`src/rtl/hd_demuxb2_stream_pkg.sv`:
```
// Shared constants for the inverting 1:2 stream demux: default sizes and route encodings.
package hd_demuxb2_stream_pkg;
  localparam int DEF_WIDTH = 8;
  localparam int DEF_DEPTH = 2;
  localparam int DEF_CNT_W = 8;

  // Route select encodings: SL low steers to Z0, SL high steers to Z1.
  localparam logic SL_Z0 = 1'b0;
  localparam logic SL_Z1 = 1'b1;
endpackage

```
`src/rtl/hd_demuxb2_stream_if.sv`:
```
// Stream bundle: one input stream, two output streams and the per-output beat counters.
interface hd_demuxb2_stream_if
  import hd_demuxb2_stream_pkg::*;
#(
  parameter int WIDTH = DEF_WIDTH,
  parameter int CNT_W = DEF_CNT_W
);
  logic [WIDTH-1:0] DIN;
  logic             SL;
  logic             IN_VLD;
  logic             IN_RDY;
  logic [WIDTH-1:0] Z0;
  logic             Z0_VLD;
  logic             Z0_RDY;
  logic [WIDTH-1:0] Z1;
  logic             Z1_VLD;
  logic             Z1_RDY;
  logic [CNT_W-1:0] CNT0;
  logic [CNT_W-1:0] CNT1;

  // Producer/consumer side (drives the input stream, takes the outputs).
  modport master (
    output DIN, SL, IN_VLD, Z0_RDY, Z1_RDY,
    input  IN_RDY, Z0, Z0_VLD, Z1, Z1_VLD, CNT0, CNT1
  );

  // Demux side.
  modport slave (
    input  DIN, SL, IN_VLD, Z0_RDY, Z1_RDY,
    output IN_RDY, Z0, Z0_VLD, Z1, Z1_VLD, CNT0, CNT1
  );
endinterface

```
`src/rtl/hd_demuxb2_fifo.sv`:
```
// Small synchronous FIFO with async-high reset and synchronous flush; head is a storage read.
module hd_demuxb2_fifo
  import hd_demuxb2_stream_pkg::*;
#(
  parameter int WIDTH = DEF_WIDTH,
  parameter int DEPTH = DEF_DEPTH
) (
  input  logic             clk,
  input  logic             rst,
  input  logic             clr,
  input  logic             push,
  input  logic [WIDTH-1:0] din,
  input  logic             pop,
  output logic [WIDTH-1:0] dout,
  output logic             vld,
  output logic             full
);
  localparam int PW = $clog2(DEPTH);
  localparam int CW = PW + 1;

  logic [DEPTH-1:0][WIDTH-1:0] mem_q, mem_d;
  logic [PW-1:0]               wr_q, wr_d, rd_q, rd_d;
  logic [CW-1:0]               cnt_q, cnt_d;
  logic                        do_push, do_pop;

  assign vld  = (cnt_q != '0);
  assign full = (cnt_q == CW'(DEPTH));
  assign dout = mem_q[rd_q];

  // Pointer/count update; a pop on an empty FIFO and a push into a full one are dropped,
  // and a flush overrides both.
  always_comb begin
    mem_d   = mem_q;
    wr_d    = wr_q;
    rd_d    = rd_q;
    cnt_d   = cnt_q;
    do_push = push & ~full;
    do_pop  = pop & vld;
    if (clr) begin
      wr_d  = '0;
      rd_d  = '0;
      cnt_d = '0;
    end else begin
      if (do_push) begin
        mem_d[wr_q] = din;
        wr_d        = wr_q + PW'(1);
      end
      if (do_pop) rd_d = rd_q + PW'(1);
      cnt_d = cnt_q + CW'(do_push) - CW'(do_pop);
    end
  end

  // State registers; reset clears storage too so the head reads 0.
  always_ff @(posedge clk or posedge rst) begin
    if (rst) begin
      mem_q <= '0;
      wr_q  <= '0;
      rd_q  <= '0;
      cnt_q <= '0;
    end else begin
      mem_q <= mem_d;
      wr_q  <= wr_d;
      rd_q  <= rd_d;
      cnt_q <= cnt_d;
    end
  end
endmodule

```
`src/rtl/hd_demuxb2_stream.sv`:
```
// Inverting 1:2 stream demux: each accepted beat is inverted and queued on the output picked by SL.
module hd_demuxb2_stream
  import hd_demuxb2_stream_pkg::*;
#(
  parameter int WIDTH = DEF_WIDTH,
  parameter int DEPTH = DEF_DEPTH,
  parameter int CNT_W = DEF_CNT_W
) (
  input logic                CK,
  input logic                RST,
  input logic                CLR,
  hd_demuxb2_stream_if.slave bus
);
  logic [1:0]                  full, vld, push, pop;
  logic [1:0][WIDTH-1:0]       dout;
  logic [1:0][CNT_W-1:0]       cnt_q, cnt_d;
  logic                        accept;
  logic [WIDTH-1:0]            din_n;

  // Ready looks only at the selected FIFO's fullness, never at the consumers' ready.
  assign bus.IN_RDY = ~RST & ~CLR & ~full[bus.SL];
  assign accept     = bus.IN_VLD & bus.IN_RDY;
  assign push[0]    = accept & (bus.SL == SL_Z0);
  assign push[1]    = accept & (bus.SL == SL_Z1);
  assign pop[0]     = bus.Z0_RDY;
  assign pop[1]     = bus.Z1_RDY;
  assign din_n      = ~bus.DIN;

  for (genvar g = 0; g < 2; g++) begin : g_fifo
    hd_demuxb2_fifo #(.WIDTH(WIDTH), .DEPTH(DEPTH)) u_fifo (
      .clk  (CK),
      .rst  (RST),
      .clr  (CLR),
      .push (push[g]),
      .din  (din_n),
      .pop  (pop[g]),
      .dout (dout[g]),
      .vld  (vld[g]),
      .full (full[g])
    );
  end

  assign bus.Z0     = dout[0];
  assign bus.Z1     = dout[1];
  assign bus.Z0_VLD = vld[0];
  assign bus.Z1_VLD = vld[1];
  assign bus.CNT0   = cnt_q[0];
  assign bus.CNT1   = cnt_q[1];

  // Per-output push counters; wrap freely, cleared by flush.
  always_comb begin
    cnt_d = cnt_q;
    if (CLR) cnt_d = '0;
    else begin
      for (int i = 0; i < 2; i++)
        if (push[i]) cnt_d[i] = cnt_q[i] + CNT_W'(1);
    end
  end

  // Counter registers.
  always_ff @(posedge CK or posedge RST) begin
    if (RST) cnt_q <= '0;
    else     cnt_q <= cnt_d;
  end
endmodule
```
`src/flat_wrapper.sv`:
```
// flat-port wrapper written by rule: the top's interface ports become plain ports
module hd_demuxb2_stream_flat import hd_demuxb2_stream_pkg::*;
#(
  parameter int WIDTH = DEF_WIDTH,
  parameter int DEPTH = DEF_DEPTH,
  parameter int CNT_W = DEF_CNT_W
)
  (CK, RST, CLR, bus_DIN, bus_SL, bus_IN_VLD, bus_Z0_RDY, bus_Z1_RDY, bus_IN_RDY, bus_Z0, bus_Z0_VLD, bus_Z1, bus_Z1_VLD, bus_CNT0, bus_CNT1);
  hd_demuxb2_stream_if #(.WIDTH(WIDTH), .CNT_W(CNT_W)) bus_i ();
  input logic CK;
  input logic RST;
  input logic CLR;
  input wire logic [$bits(bus_i.DIN)-1:0] bus_DIN;
  input wire logic [$bits(bus_i.SL)-1:0] bus_SL;
  input wire logic [$bits(bus_i.IN_VLD)-1:0] bus_IN_VLD;
  input wire logic [$bits(bus_i.Z0_RDY)-1:0] bus_Z0_RDY;
  input wire logic [$bits(bus_i.Z1_RDY)-1:0] bus_Z1_RDY;
  output wire logic [$bits(bus_i.IN_RDY)-1:0] bus_IN_RDY;
  output wire logic [$bits(bus_i.Z0)-1:0] bus_Z0;
  output wire logic [$bits(bus_i.Z0_VLD)-1:0] bus_Z0_VLD;
  output wire logic [$bits(bus_i.Z1)-1:0] bus_Z1;
  output wire logic [$bits(bus_i.Z1_VLD)-1:0] bus_Z1_VLD;
  output wire logic [$bits(bus_i.CNT0)-1:0] bus_CNT0;
  output wire logic [$bits(bus_i.CNT1)-1:0] bus_CNT1;
  assign bus_i.DIN = bus_DIN;
  assign bus_i.SL = bus_SL;
  assign bus_i.IN_VLD = bus_IN_VLD;
  assign bus_i.Z0_RDY = bus_Z0_RDY;
  assign bus_i.Z1_RDY = bus_Z1_RDY;
  assign bus_IN_RDY = bus_i.IN_RDY;
  assign bus_Z0 = bus_i.Z0;
  assign bus_Z0_VLD = bus_i.Z0_VLD;
  assign bus_Z1 = bus_i.Z1;
  assign bus_Z1_VLD = bus_i.Z1_VLD;
  assign bus_CNT0 = bus_i.CNT0;
  assign bus_CNT1 = bus_i.CNT1;
  hd_demuxb2_stream #(.WIDTH(WIDTH), .DEPTH(DEPTH), .CNT_W(CNT_W)) u_core (.CK(CK), .RST(RST), .CLR(CLR), .bus(bus_i));
endmodule
```
`config.mk`:
```
export PLATFORM = sky130hd
export DESIGN_NAME = hd_demuxb2_stream_flat
export DESIGN_NICKNAME = d
export VERILOG_FILES = /design/src/rtl/hd_demuxb2_stream_pkg.sv /design/src/rtl/hd_demuxb2_stream_if.sv /design/src/rtl/hd_demuxb2_fifo.sv /design/src/rtl/hd_demuxb2_stream.sv /design/src/flat_wrapper.sv
export SDC_FILE = /design/constraint.sdc
export NUM_CORES = 1
export LEC_CHECK = 0
export CORE_ASPECT_RATIO = 0.7
export CORE_MARGIN = 3
export CORE_UTILIZATION = 40
export DETAILED_ROUTE_END_ITERATION = 7
export GPL_TIMING_DRIVEN = 0
export REMOVE_ABC_BUFFERS = 1
export SLEW_MARGIN = 5
export SYNTH_ARGS = -nofsm -noshare
export SYNTH_HDL_FRONTEND = slang
export SYNTH_SLANG_ARGS = --single-unit
export TNS_END_PERCENT = 1
```
`constraint.sdc`:
```
create_clock -name CK -period 4 [get_ports CK]
set_input_delay 0.8 -clock CK [delete_from_list [all_inputs] [get_ports CK]]
set_output_delay 0.8 -clock CK [all_outputs]
set_load 0.02 [all_outputs]
```
==> results.yml <==
sta:
  tns_ns: 0
  fin_skew_ns: 0.005477
  hold_violations: 0
  rsz0062_at_grt: "false"
  drv_slew: 0
  setup_viol: 0
  fmax_mhz: 281.3
  tightest_slew_ns: 1.043
  period_needed_ns: 3.555
  relSlewSlack_pct: 30.25
  finalCritPeriodShare_pct: 88.87
global_routing:
  grt_max_degree: 41
  grt_pass1_wl_um: 8673
  grt_usage_pct: 15.15
  grt_pass1_vias: 1761
  grt.busiest_layer: "met1"
  grt_overflow_total: 0
  antenna_found_initial: 0
  grt_use_met2_pct: 21.96
  globalRouteMet3Util_pct: 3.510
  met1_usage_pct: 22.51
setup_path:
  ff2ff_setup_slack_ns: 1.95
  crit_top_cell: "clkdlybuf4s50_1"
  cpPeakStageDelay_ns: 0.95
  crit_path_end_kind: "output port"
  cpMaxStageDelayCell: "clkdlybuf4s50_1"
  worstPathArrival_ns: 2.75
  cp_max_fo: 29
  cp_cell_sequence: "clkdlybuf4s50_1 -> nor3_1 -> clkdlybuf4s50_1"
  r2r-start: "u_core.g_fifo[0].u_fifo.cnt_q[1]"
  worstSetupStartpointType: "input pin"
  worstPathRequired_ns: 3.20
  r2r-end: "u_core.g_fifo[0].u_fifo.cnt_q[0]"
  r2r_cells: 7
  critPathKind: "in2out"
clock_network:
  cts_resized: 0
  cts_tree: "built"
  cts_sinks: 56
  htree_levels: 2
  clockBufferDepth: 2
  clk_latency_ns: 0.31
  clkTransAtPathRegs_ns: 0.09
  cts_made_buffers: 5
  post-cts-setup-buffer-count: 0
  root_buffer: "clkbuf_8"
  holdBufCountCts: 0
detailed_routing:
  drc: 0
  drt_first_pass_iters: 4
  drt_iter0_markers: 72
  postRouteWirelength_um: 5257
  ant_nets: 0
  wl_per_cell_um: 14.21
  vias: 1879
  routed_via_density: 5.078
floorplanning:
  initial_core_util_pct: 43.25
  die_area_um2: 7488
  ioPinCount: 50
  std_cell_rows: 23
  die_w_um: 102.2
  die_height_um: 73.31
  fp.coreArea_um2: 5986
synthesis:
  synthDistinctLibCells: 34
  avgSynthCellArea_um2: 10.35
  yosysSeqAreaShare_pct: 54.13
  syn_inst: 250
  synth.yosys.warnings: 0
  ys_ff_latch: 56
  syn_area_um2: 2589
layout:
  area_delta_synth_final_pct: 24.99
  fill_cells: 535
  diodes: 0
  final_cell_mix: "dfrtp_1, clkdlybuf4s50_1, nand2_1"
  layout_commonest_cell: "dfrtp_1"
  drive_gt1_share_pct: 11.19
  nNetsFinal: 316
placement:
  hpwl_um: 3755
  io_buffers: 49
  gp_congestion: 0.7620
power_and_ir_drop:
  leakage_nw: 1.409
  ir_drop_v: 0.0002854
  power_density_nw_per_um2: 539.8
  p_total_mw: 1.747
worst_hold_path:
  hold_path.class: "reg2reg"
  min_delay_path_depth: 2
  whs_endpoint: "u_core.g_fifo[0].u_fifo.mem_q[12]"
  hold_start: "u_core.g_fifo[0].u_fifo.mem_q[12]"
outcome:
  status: "finished, final reports clean"
job:
  maxCapViolCount: 0
## worst max-delay path, delay by kind of cell
kind / cells / cell delay (ns)
buffers and inverters: 2 / 1.59
AND/OR/NAND/NOR: 1 / 0.35
## per-layer routing
| layer | vias up | part of all wire [%] |
|---|---|---|
| met5 | - | 0 |
| met4 | 0 | 0.99 |
| met3 | 5 | 3.9 |
| met1 | 895 | 53 |
| met2 | 33 | 42 |
| li1 | 946 | - |
## kinds of logic (layout without fill, tap and decap cells)
group | Yosys count | in the layout | synth area share, %
compound gates | 43 | 43 | 8.410
flops | 56 | 56 | 54.13
xor+xnor | 13 | 13 | 4.398
fa+ha+maj | 6 | 6 | 2.900
buf+inv | 17 | 62 | 2.561
simple gates | 95 | 95 | 19.04
mux | 20 | 20 | 8.555
## worst max path at each step
stage                     from                                to
final                      CLR                        bus_IN_RDY
after global routing       CLR  u_core.g_fifo[1].u_fifo.cnt_q[1]
after CTS                  CLR                        bus_IN_RDY
after detailed placement   CLR  u_core.g_fifo[1].u_fifo.cnt_q[1]
after global placement     CLR  u_core.g_fifo[0].u_fifo.mem_q[5]
after floorplan            CLR  u_core.g_fifo[0].u_fifo.cnt_q[0]
## layout make-up
class | instances | area [um2] | area share [%]
Clock inverter | 2 | 12.51 | 0.3867
Multi-Input combinational cell | 177 | 1130 | 34.92
Clock buffer | 5 | 68.82 | 2.127
Inverter | 5 | 18.77 | 0.5800
Tap cell | 75 | 93.84 | 2.900
Sequential cell | 56 | 1401 | 43.31
Timing Repair Buffer | 50 | 510.5 | 15.78
## registers in the layout, indices dropped and copies added (netlist names)
register / flops
u_core.bus.CNT0: 8
u_core.bus.CNT1: 8
u_core.g_fifo.u_fifo.cnt_q: 4
u_core.g_fifo.u_fifo.mem_q: 32
u_core.g_fifo.u_fifo.rd_q: 2
u_core.g_fifo.u_fifo.wr_q: 2
## synthesized netlist by cell type, drive strengths merged
| library cell | number | share of area (%) |
|---|---|---|
| dfrtp | 56 | 54 |
| nand2 | 32 | 4.6 |
| o21ai | 29 | 5.6 |
| nor2 | 23 | 3.3 |
| mux2 | 17 | 7.4 |
| a21oi | 13 | 2.5 |
| clkbuf | 10 | 1.5 |
| xnor2 | 7 | 2.4 |
| ha | 6 | 2.9 |
| nand4 | 6 | 1.5 |
| xor2 | 6 | 2.0 |
| inv | 5 | 0.72 |
| nor2b | 5 | 1.2 |
| nand3 | 4 | 0.77 |
| mux2i | 3 | 1.2 |
| nor4 | 3 | 0.97 |
| or3 | 3 | 0.73 |
| and2 | 2 | 0.48 |
| and3 | 2 | 0.48 |
| and4 | 2 | 0.68 |
| buf | 2 | 0.39 |
| nand2b | 2 | 0.48 |
| nand3b | 2 | 0.58 |
| nor3 | 2 | 0.82 |
| or2 | 2 | 0.48 |
| nand4b | 1 | 0.34 |
| nor3b | 1 | 0.48 |
| o31ai | 1 | 0.29 |
| or3b | 1 | 0.43 |
| or4 | 1 | 0.29 |
| or4b | 1 | 0.39 |
## report_power, final
part           leakage (nW)  internal (mW)  switching [mW]  total [mW]
registers             0.738          0.683          0.0887       0.772
clock network        0.0400          0.119           0.178       0.297
logic                 0.631          0.356           0.322       0.678
## through the flow
stage               cells  worst slack [ns]  hold WS, ns  cell area, um2  utilization, %
floorplan             238             1.651       0.4444            2541               -
global placement      362           0.02010       0.4557            3126           52.22
detailed placement    363            0.1286       0.4674            3154           52.70
CTS                   370            0.4178       0.4905            3236           54.06
global route          370            0.1658       0.5141            3236           54.06
finish                370            0.4452       0.4848            3236           54.06
No activity file was read; power rests on OpenSTA's default activity.
